<file path="src/rtl/marker_pkg.sv">
// marker_pkg: shared types for the colour-band marker detector.
//   code_t  - 3-bit {r,g,b} colour code from the RGB compression stage
//   CODE_*  - named colour codes
//   state_e - band-matching FSM states
package marker_pkg;

  typedef struct packed {
    logic r;
    logic g;
    logic b;
  } code_t;

  localparam code_t CODE_BLACK = code_t'(3'b000);
  localparam code_t CODE_RED   = code_t'(3'b100);
  localparam code_t CODE_GREEN = code_t'(3'b010);
  localparam code_t CODE_BLUE  = code_t'(3'b001);
  localparam code_t CODE_WHITE = code_t'(3'b111);

  // Per-line marker counter ceiling (optional count feature).
  localparam logic [3:0] MARKER_CNT_MAX = 4'd15;

  typedef enum logic [1:0] {
    ST_SEEK  = 2'd0,
    ST_BAND1 = 2'd1,
    ST_BAND2 = 2'd2
  } state_e;

endpackage

</file>
<file path="src/rtl/run_length_encoder.sv">
// run_length_encoder: tracks the current run of identical colour codes on a
// line and reports each completed run for one cycle.
//   clk_in, rst_in  - clock, synchronous active-high reset
//   i_take          - accepted pixel this cycle (already gated to in-line pixels)
//   i_code          - pixel colour code
//   i_start         - pixel is column 0 (prior run is discarded, not reported)
//   i_end           - pixel is the last of the line (run closes including it)
//   i_col           - column of this pixel
//   o_done          - completed run this cycle (combinational, follows i_take)
//   o_code/o_len/o_start - completed run's code, length (sat MAX_RUN+1), start column
module run_length_encoder
  import marker_pkg::*;
#(
  parameter int COLW    = 10,
  parameter int LENW    = 7,
  parameter int MAX_RUN = 64
) (
  input  logic            clk_in,
  input  logic            rst_in,
  input  logic            i_take,
  input  code_t           i_code,
  input  logic            i_start,
  input  logic            i_end,
  input  logic [COLW-1:0] i_col,
  output logic            o_done,
  output code_t           o_code,
  output logic [LENW-1:0] o_len,
  output logic [COLW-1:0] o_start
);

  localparam logic [LENW-1:0] LEN_SAT = LENW'(MAX_RUN + 1);

  code_t           r_code;
  logic [LENW-1:0] r_len;
  logic [COLW-1:0] r_start;

  logic            w_diff;
  logic [LENW-1:0] w_len_inc;

  assign w_diff    = (i_code != r_code);
  assign w_len_inc = (r_len == LEN_SAT) ? r_len : r_len + LENW'(1);

  always_ff @(posedge clk_in) begin
    if (rst_in) begin
      r_code  <= CODE_BLACK;
      r_len   <= '0;
      r_start <= '0;
    end else if (i_take) begin
      if (i_start || w_diff) begin
        r_code  <= i_code;
        r_len   <= LENW'(1);
        r_start <= i_col;
      end else begin
        r_len <= w_len_inc;
      end
    end
  end

  // A line-start pixel never reports (the old run is thrown away, and a
  // start+end pixel is a one-pixel run that can never qualify). When a
  // line-end pixel also changes colour, only the older run is reported:
  // the new one is a single pixel and the line is over anyway.
  always_comb begin
    o_done  = 1'b0;
    o_code  = r_code;
    o_len   = r_len;
    o_start = r_start;
    if (i_take && !i_start) begin
      if (w_diff) begin
        o_done = 1'b1;
      end else if (i_end) begin
        o_done = 1'b1;
        o_len  = w_len_inc;
      end
    end
  end

endmodule

</file>
<file path="src/rtl/marker_run_detect.sv">
// marker_run_detect: finds a three-band colour marker (PAT0, PAT1, PAT2 runs,
// each MIN_RUN..MAX_RUN pixels long, left to right) in a scanline stream.
//   clk_in, rst_in           - clock, synchronous active-high reset
//   pixel_valid_in           - compressed_in carries a pixel
//   compressed_in            - 3-bit {r,g,b} colour code
//   line_start_in/line_end_in- first/last pixel of a line (qualified by valid)
//   marker_valid_out         - one-cycle pulse, cycle after the completing pixel
//   marker_x_out             - start column of band 0 (held until next pulse)
//   marker_width_out         - total pixels in bands 0-2 (held until next pulse)
//   marker_count_out         - only with `define MARKER_COUNT_EN: markers on
//                              the current line, saturating at 15
module marker_run_detect
  import marker_pkg::*;
#(
  parameter int         LINE_WIDTH = 640,
  parameter int         MIN_RUN    = 4,
  parameter int         MAX_RUN    = 64,
  parameter logic [2:0] PAT0       = 3'b100,
  parameter logic [2:0] PAT1       = 3'b010,
  parameter logic [2:0] PAT2       = 3'b001
) (
  input  logic                               clk_in,
  input  logic                               rst_in,
  input  logic                               pixel_valid_in,
  input  logic [2:0]                         compressed_in,
  input  logic                               line_start_in,
  input  logic                               line_end_in,
  output logic                               marker_valid_out,
  output logic [$clog2(LINE_WIDTH)-1:0]      marker_x_out,
  output logic [$clog2(3*MAX_RUN+1)-1:0]     marker_width_out
`ifdef MARKER_COUNT_EN
  ,
  output logic [3:0]                         marker_count_out
`endif
);

  localparam int COLW = $clog2(LINE_WIDTH);
  localparam int LENW = $clog2(MAX_RUN + 2);
  localparam int WW   = $clog2(3*MAX_RUN + 1);

  localparam logic [COLW-1:0] COL_LAST = COLW'(LINE_WIDTH - 1);

  // ---------------- line framing and column counter ----------------
  logic            r_in_line;
  logic [COLW-1:0] r_col;
  logic            w_take;
  logic [COLW-1:0] w_col;

  // Pixels outside a line (after line end, or after a mid-line reset) are
  // dropped until a line-start pixel shows up.
  assign w_take = pixel_valid_in && (line_start_in || r_in_line);
  assign w_col  = line_start_in ? '0 : r_col;

  always_ff @(posedge clk_in) begin
    if (rst_in) begin
      r_in_line <= 1'b0;
      r_col     <= '0;
    end else if (w_take) begin
      r_in_line <= !line_end_in;
      r_col     <= (w_col == COL_LAST) ? w_col : w_col + COLW'(1);
    end
  end

  // ---------------- run tracking ----------------
  logic            w_done;
  code_t           w_run_code;
  logic [LENW-1:0] w_run_len;
  logic [COLW-1:0] w_run_start;

  run_length_encoder #(
    .COLW    (COLW),
    .LENW    (LENW),
    .MAX_RUN (MAX_RUN)
  ) u_rle (
    .clk_in  (clk_in),
    .rst_in  (rst_in),
    .i_take  (w_take),
    .i_code  (code_t'(compressed_in)),
    .i_start (line_start_in),
    .i_end   (line_end_in),
    .i_col   (w_col),
    .o_done  (w_done),
    .o_code  (w_run_code),
    .o_len   (w_run_len),
    .o_start (w_run_start)
  );

  logic          w_qual;
  logic          w_is0, w_is1, w_is2;
  logic [WW-1:0] w_len_ext;

  assign w_qual    = w_done && (w_run_len >= LENW'(MIN_RUN)) && (w_run_len <= LENW'(MAX_RUN));
  assign w_is0     = w_qual && (w_run_code == code_t'(PAT0));
  assign w_is1     = w_qual && (w_run_code == code_t'(PAT1));
  assign w_is2     = w_qual && (w_run_code == code_t'(PAT2));
  assign w_len_ext = WW'(w_run_len);

  // ---------------- band FSM ----------------
  state_e          r_state, w_state_n;
  logic [COLW-1:0] r_x0, w_x0_n;     // start column of band 0
  logic [WW-1:0]   r_w, w_w_n;       // pixels accumulated in matched bands
  logic            w_vld_n;
  logic [COLW-1:0] w_mx_n;
  logic [WW-1:0]   w_mw_n;

  always_ff @(posedge clk_in) begin
    if (rst_in) begin
      r_state          <= ST_SEEK;
      r_x0             <= '0;
      r_w              <= '0;
      marker_valid_out <= 1'b0;
      marker_x_out     <= '0;
      marker_width_out <= '0;
    end else begin
      r_state          <= w_state_n;
      r_x0             <= w_x0_n;
      r_w              <= w_w_n;
      marker_valid_out <= w_vld_n;
      marker_x_out     <= w_mx_n;
      marker_width_out <= w_mw_n;
    end
  end

  always_comb begin
    w_state_n = r_state;
    w_x0_n    = r_x0;
    w_w_n     = r_w;
    w_vld_n   = 1'b0;
    w_mx_n    = marker_x_out;
    w_mw_n    = marker_width_out;
    if (w_take && line_start_in) begin
      w_state_n = ST_SEEK;
    end else if (w_done) begin
      // Any run that does not extend the current match falls through to
      // the last branch, where it may itself open a new match as band 0.
      w_state_n = ST_SEEK;
      if (r_state == ST_BAND1 && w_is1) begin
        w_state_n = ST_BAND2;
        w_w_n     = r_w + w_len_ext;
      end else if (r_state == ST_BAND2 && w_is2) begin
        w_vld_n = 1'b1;
        w_mx_n  = r_x0;
        w_mw_n  = r_w + w_len_ext;
      end else if (w_is0) begin
        w_state_n = ST_BAND1;
        w_x0_n    = w_run_start;
        w_w_n     = w_len_ext;
      end
    end
  end

`ifdef MARKER_COUNT_EN
  // ---------------- per-line marker count ----------------
  always_ff @(posedge clk_in) begin
    if (rst_in) begin
      marker_count_out <= '0;
    end else if (w_take && line_start_in) begin
      marker_count_out <= '0;
    end else if (w_vld_n && marker_count_out != MARKER_CNT_MAX) begin
      marker_count_out <= marker_count_out + 4'd1;
    end
  end
`endif

endmodule
</file>
<file path="config.mk">
export PLATFORM = sky130hd
export DESIGN_NAME = marker_run_detect
export DESIGN_NICKNAME = d
export VERILOG_FILES = /design/src/rtl/marker_pkg.sv /design/src/rtl/run_length_encoder.sv /design/src/rtl/marker_run_detect.sv
export SDC_FILE = /design/constraint.sdc
export NUM_CORES = 1
export LEC_CHECK = 0
export ABC_CLOCK_PERIOD_IN_PS = 4900
export CORE_AREA = 2 2 118 120
export CTS_CLUSTER_SIZE = 24
export DETAILED_ROUTE_END_ITERATION = 12
export DIE_AREA = 0 0 120 122
export PLACE_DENSITY_LB_ADDON = 0.12
export SLEW_MARGIN = 20
export SYNTH_ARGS = -nofsm -noshare
export SYNTH_HDL_FRONTEND = slang
export SYNTH_SLANG_ARGS = --single-unit
</file>
<file path="constraint.sdc">
create_clock -name clk_in -period 4.9 [get_ports clk_in]
set_clock_uncertainty 0.05 [all_clocks]
set_input_delay 1.47 -clock clk_in [delete_from_list [all_inputs] [get_ports clk_in]]
set_output_delay 1.47 -clock clk_in [all_outputs]
set_load 0.05 [all_outputs]
</file>
==> flow_metrics.tcl <==
set metrics [dict create \
    cts_resized 0 \
    power_frac_clock 0.546 \
    die-height_um 122 \
    yosys_warnings 0 \
    place.gp.congestion 0.823 \
    powerDensity_mw_per_mm2 318 \
    wirelength_um 9270 \
    synth_top_area_frac 0.383 \
    ir_drop_uv 142 \
    power_leakage_uw 0.00154 \
    cts_buffer_depth 2 \
    min-delay-start "r_x0[7]$_SDFFE_PP0P_" \
    finalHoldViolCount 0 \
    grt_pass1_vias 3054 \
    core_area_mm2 0.0135 \
    drv_slew 0 \
    synth_area_mm2 0.00366 \
    status "completed" \
    min_path_cells 2 \
    synthCells 413 \
    avgSynthCellArea_um2 8.87 \
    post-route-min-period_ns 4.46 \
    synth_seq_cells 70 \
    syn-num-nets 432 \
    pwr-share-comb 0.046 \
    grt_overflow 0 \
    cp-start-kind "input pin" \
    setup_violations 0 \
    dr_total_vias 3045 \
    setup_ws_ns 0.445 \
    grtUsageMet2 0.238 \
    antenna_cells 0 \
    h-tree-depth 3 \
    required_ns 5.12 \
    swShare 0.218 \
    relSlewSlack 0.343 \
    ioPinCount 27 \
    synth_cell_types 56 \
    ant_nets 0 \
    clk_pin_slew_ns 0.06 \
    finalCritPeriodShare 0.909 \
    io_buffers 26 \
    grt_max_degree 63 \
    async_flop_share 0 \
    initial_core_util 0.271 \
    nFillCells 1409 \
    power.switching_uw 309 \
    wl_per_cell_um 14.9 \
    seq_power_share 0.408 \
    layout.nets 457 \
    met1_usage 0.160 \
    r2r_cells 16 \
    cts_tree "done" \
    worst_r2r_startpoint "u_rle.r_len[0]$_SDFFE_PP0N_" \
    die_area_mm2 0.0146 \
    first_pass_iters 4 \
    yosysMostFrequentCell "dfxtp_1" \
    critPathLaunch "compressed_in[1]" \
    synth_edf_count 0 \
    synth_top_area_cell "dfxtp_1" \
    clk_latency_ns 0.34 \
    ctsHoldBuffers 0 \
    worstPathArrival_ns 4.67 \
    yosys-top-cells-area "dfxtp_1, a21oi_1, mux2i_1" \
    ys_seq_area_frac 0.383 \
    path_max_fanout 5 \
    hold_path_class "reg2reg" \
    worstSetupPathType "in2reg" \
    cts_setup_buffers 0 \
    drive_gt1_frac 0.142 \
    die_x_um 120 \
    syn_to_final_growth_pct 22.0 \
    route.detailed.drc 0 \
    p_int_uw 1110 \
    cap_violations 0 \
    tightest_slew_ns 0.985 \
    max_freq_mhz 224 \
    clock_sinks 70 \
    synth_common_cells "dfxtp_1, nor2_1, a21oi_1" \
    num_rows 43 \
    via_per_inst 4.89 \
    pre_cts_slack_ns 0.104 \
    cts_buffers 9 \
    final.setup.tns_ns 0 \
    synth_ff_type "dfxtp_1" \
    rsz0062_at_grt "false" \
    antenna_found_initial 0 \
    clock-root-buffer "clkbuf_16" \
    grt_pass1_wl_um 15300 \
    grt_use_total 0.133 \
    first_iter_violations 115 \
    hpwl_um 6490 \
    grt-busiest-layer "met2" \
    met3_usage 0.0337 \
    endpoint_kind "flip-flop" \
]
==> layer usage <==
layer	vias to the layer above	routed length, um
met5	-	0
met4	0	99
met3	7	202
met2	26	4740
met1	1470	4230
li1	1542	-
==> worst max-delay path: stages <==
cell and delay, ns:
clkdlybuf4s50_1 0.45, xnor2_1 0.28, and4_4 0.32, nand2_2 0.13
o21ai_0 0.35, ha_1 0.31, a21o_1 0.18, a21oi_1 0.22
o21bai_1 0.09, a21oi_1 0.23, o21ai_0 0.16, xnor2_1 0.23
nand3_1 0.13, a21oi_2 0.12
==> layout by cell type (no fill, tap or decap), drive strengths merged, types with 2 or more instances in the layout <==
cell,synthesis,final
a211o,2,2
a211oi,2,2
a21o,4,4
a21oi,43,43
a22oi,11,11
a31o,2,2
a31oi,3,3
and2,4,4
and3,8,8
and4,2,2
buf,6,11
bufinv,0,3
clkbuf,16,10
clkdlybuf4s50,0,25
dfxtp,70,70
ha,10,10
inv,9,11
mux2i,17,17
nand2,33,33
nand2b,4,4
nand3,27,27
nand4,6,6
nor2,40,40
nor2b,6,6
nor3,5,5
nor4b,3,3
o21a,2,2
o21ai,39,39
o21bai,2,2
o22ai,4,4
o31ai,4,4
xnor2,14,14
xor2,3,3
==> cell type report <==
type                       instances  area (um^2)  share of cell area
clock buffer                      10          239              0.0535
clock inverter                     6          115              0.0258
inverter                           9         33.8             0.00756
multi-input combinational        312         2110               0.472
sequential                        70         1400               0.314
tap                              180          225              0.0504
timing repair buffer              36          343              0.0767
==> sequential cells by signal, indices dropped and copies added, names as in the netlist, 2 cells and up <==
register	cells
marker_x_out	10
u_rle.o_code	3
marker_width_out	8
r_x0	10
r_col	10
u_rle.o_start	10
u_rle.r_len	7
r_state	2
r_w	8
==> per-stage QoR <==
step	cell area, um^2	hold WS (ns)	util	std cells	power (uW)
2_1_floorplan	3660	0.388	-	413	633
3_3_place_gp	4110	0.406	0.305	607	659
3_5_place_dp	4110	0.409	0.305	607	660
4_1_cts	4470	0.418	0.331	623	1440
5_1_grt	4470	0.430	0.331	623	1480
6_report	4470	0.412	0.331	623	1420
==> cell families after synthesis <==
logic type | Yosys count | synth area share
mux | 17 | 0.0499
simple gates | 143 | 0.214
flops | 70 | 0.383
compound gates | 124 | 0.227
buf+inv | 31 | 0.0413
fa+ha+maj | 11 | 0.0396
xor+xnor | 17 | 0.0447
==> path summary, 6_finish.rpt <==
| path | end | slack [ns] |
|---|---|---|
| worst min register to register | marker_x_out[7]$_SDFFE_PP0P_ | 0.41 |
| worst max register to register | marker_width_out[6]$_SDFFE_PP0P_ | 1.53 |
| worst max-delay path | r_w[7]$_SDFFE_PP0P_ | 0.44 |
| worst min-delay path | marker_x_out[7]$_SDFFE_PP0P_ | 0.41 |
==> power groups by stage <==
stage / Sequential [uW] / Clock (uW) / Combinational, uW
floorplan: 591 / 0 / 42.7
global route: 581 / 827 / 73.5
global placement: 593 / 0 / 66.4
finish: 580 / 775 / 65.8
detailed placement: 593 / 0 / 66.9
CTS: 580 / 796 / 67.1
No activity file was read; power rests on OpenSTA's default activity.
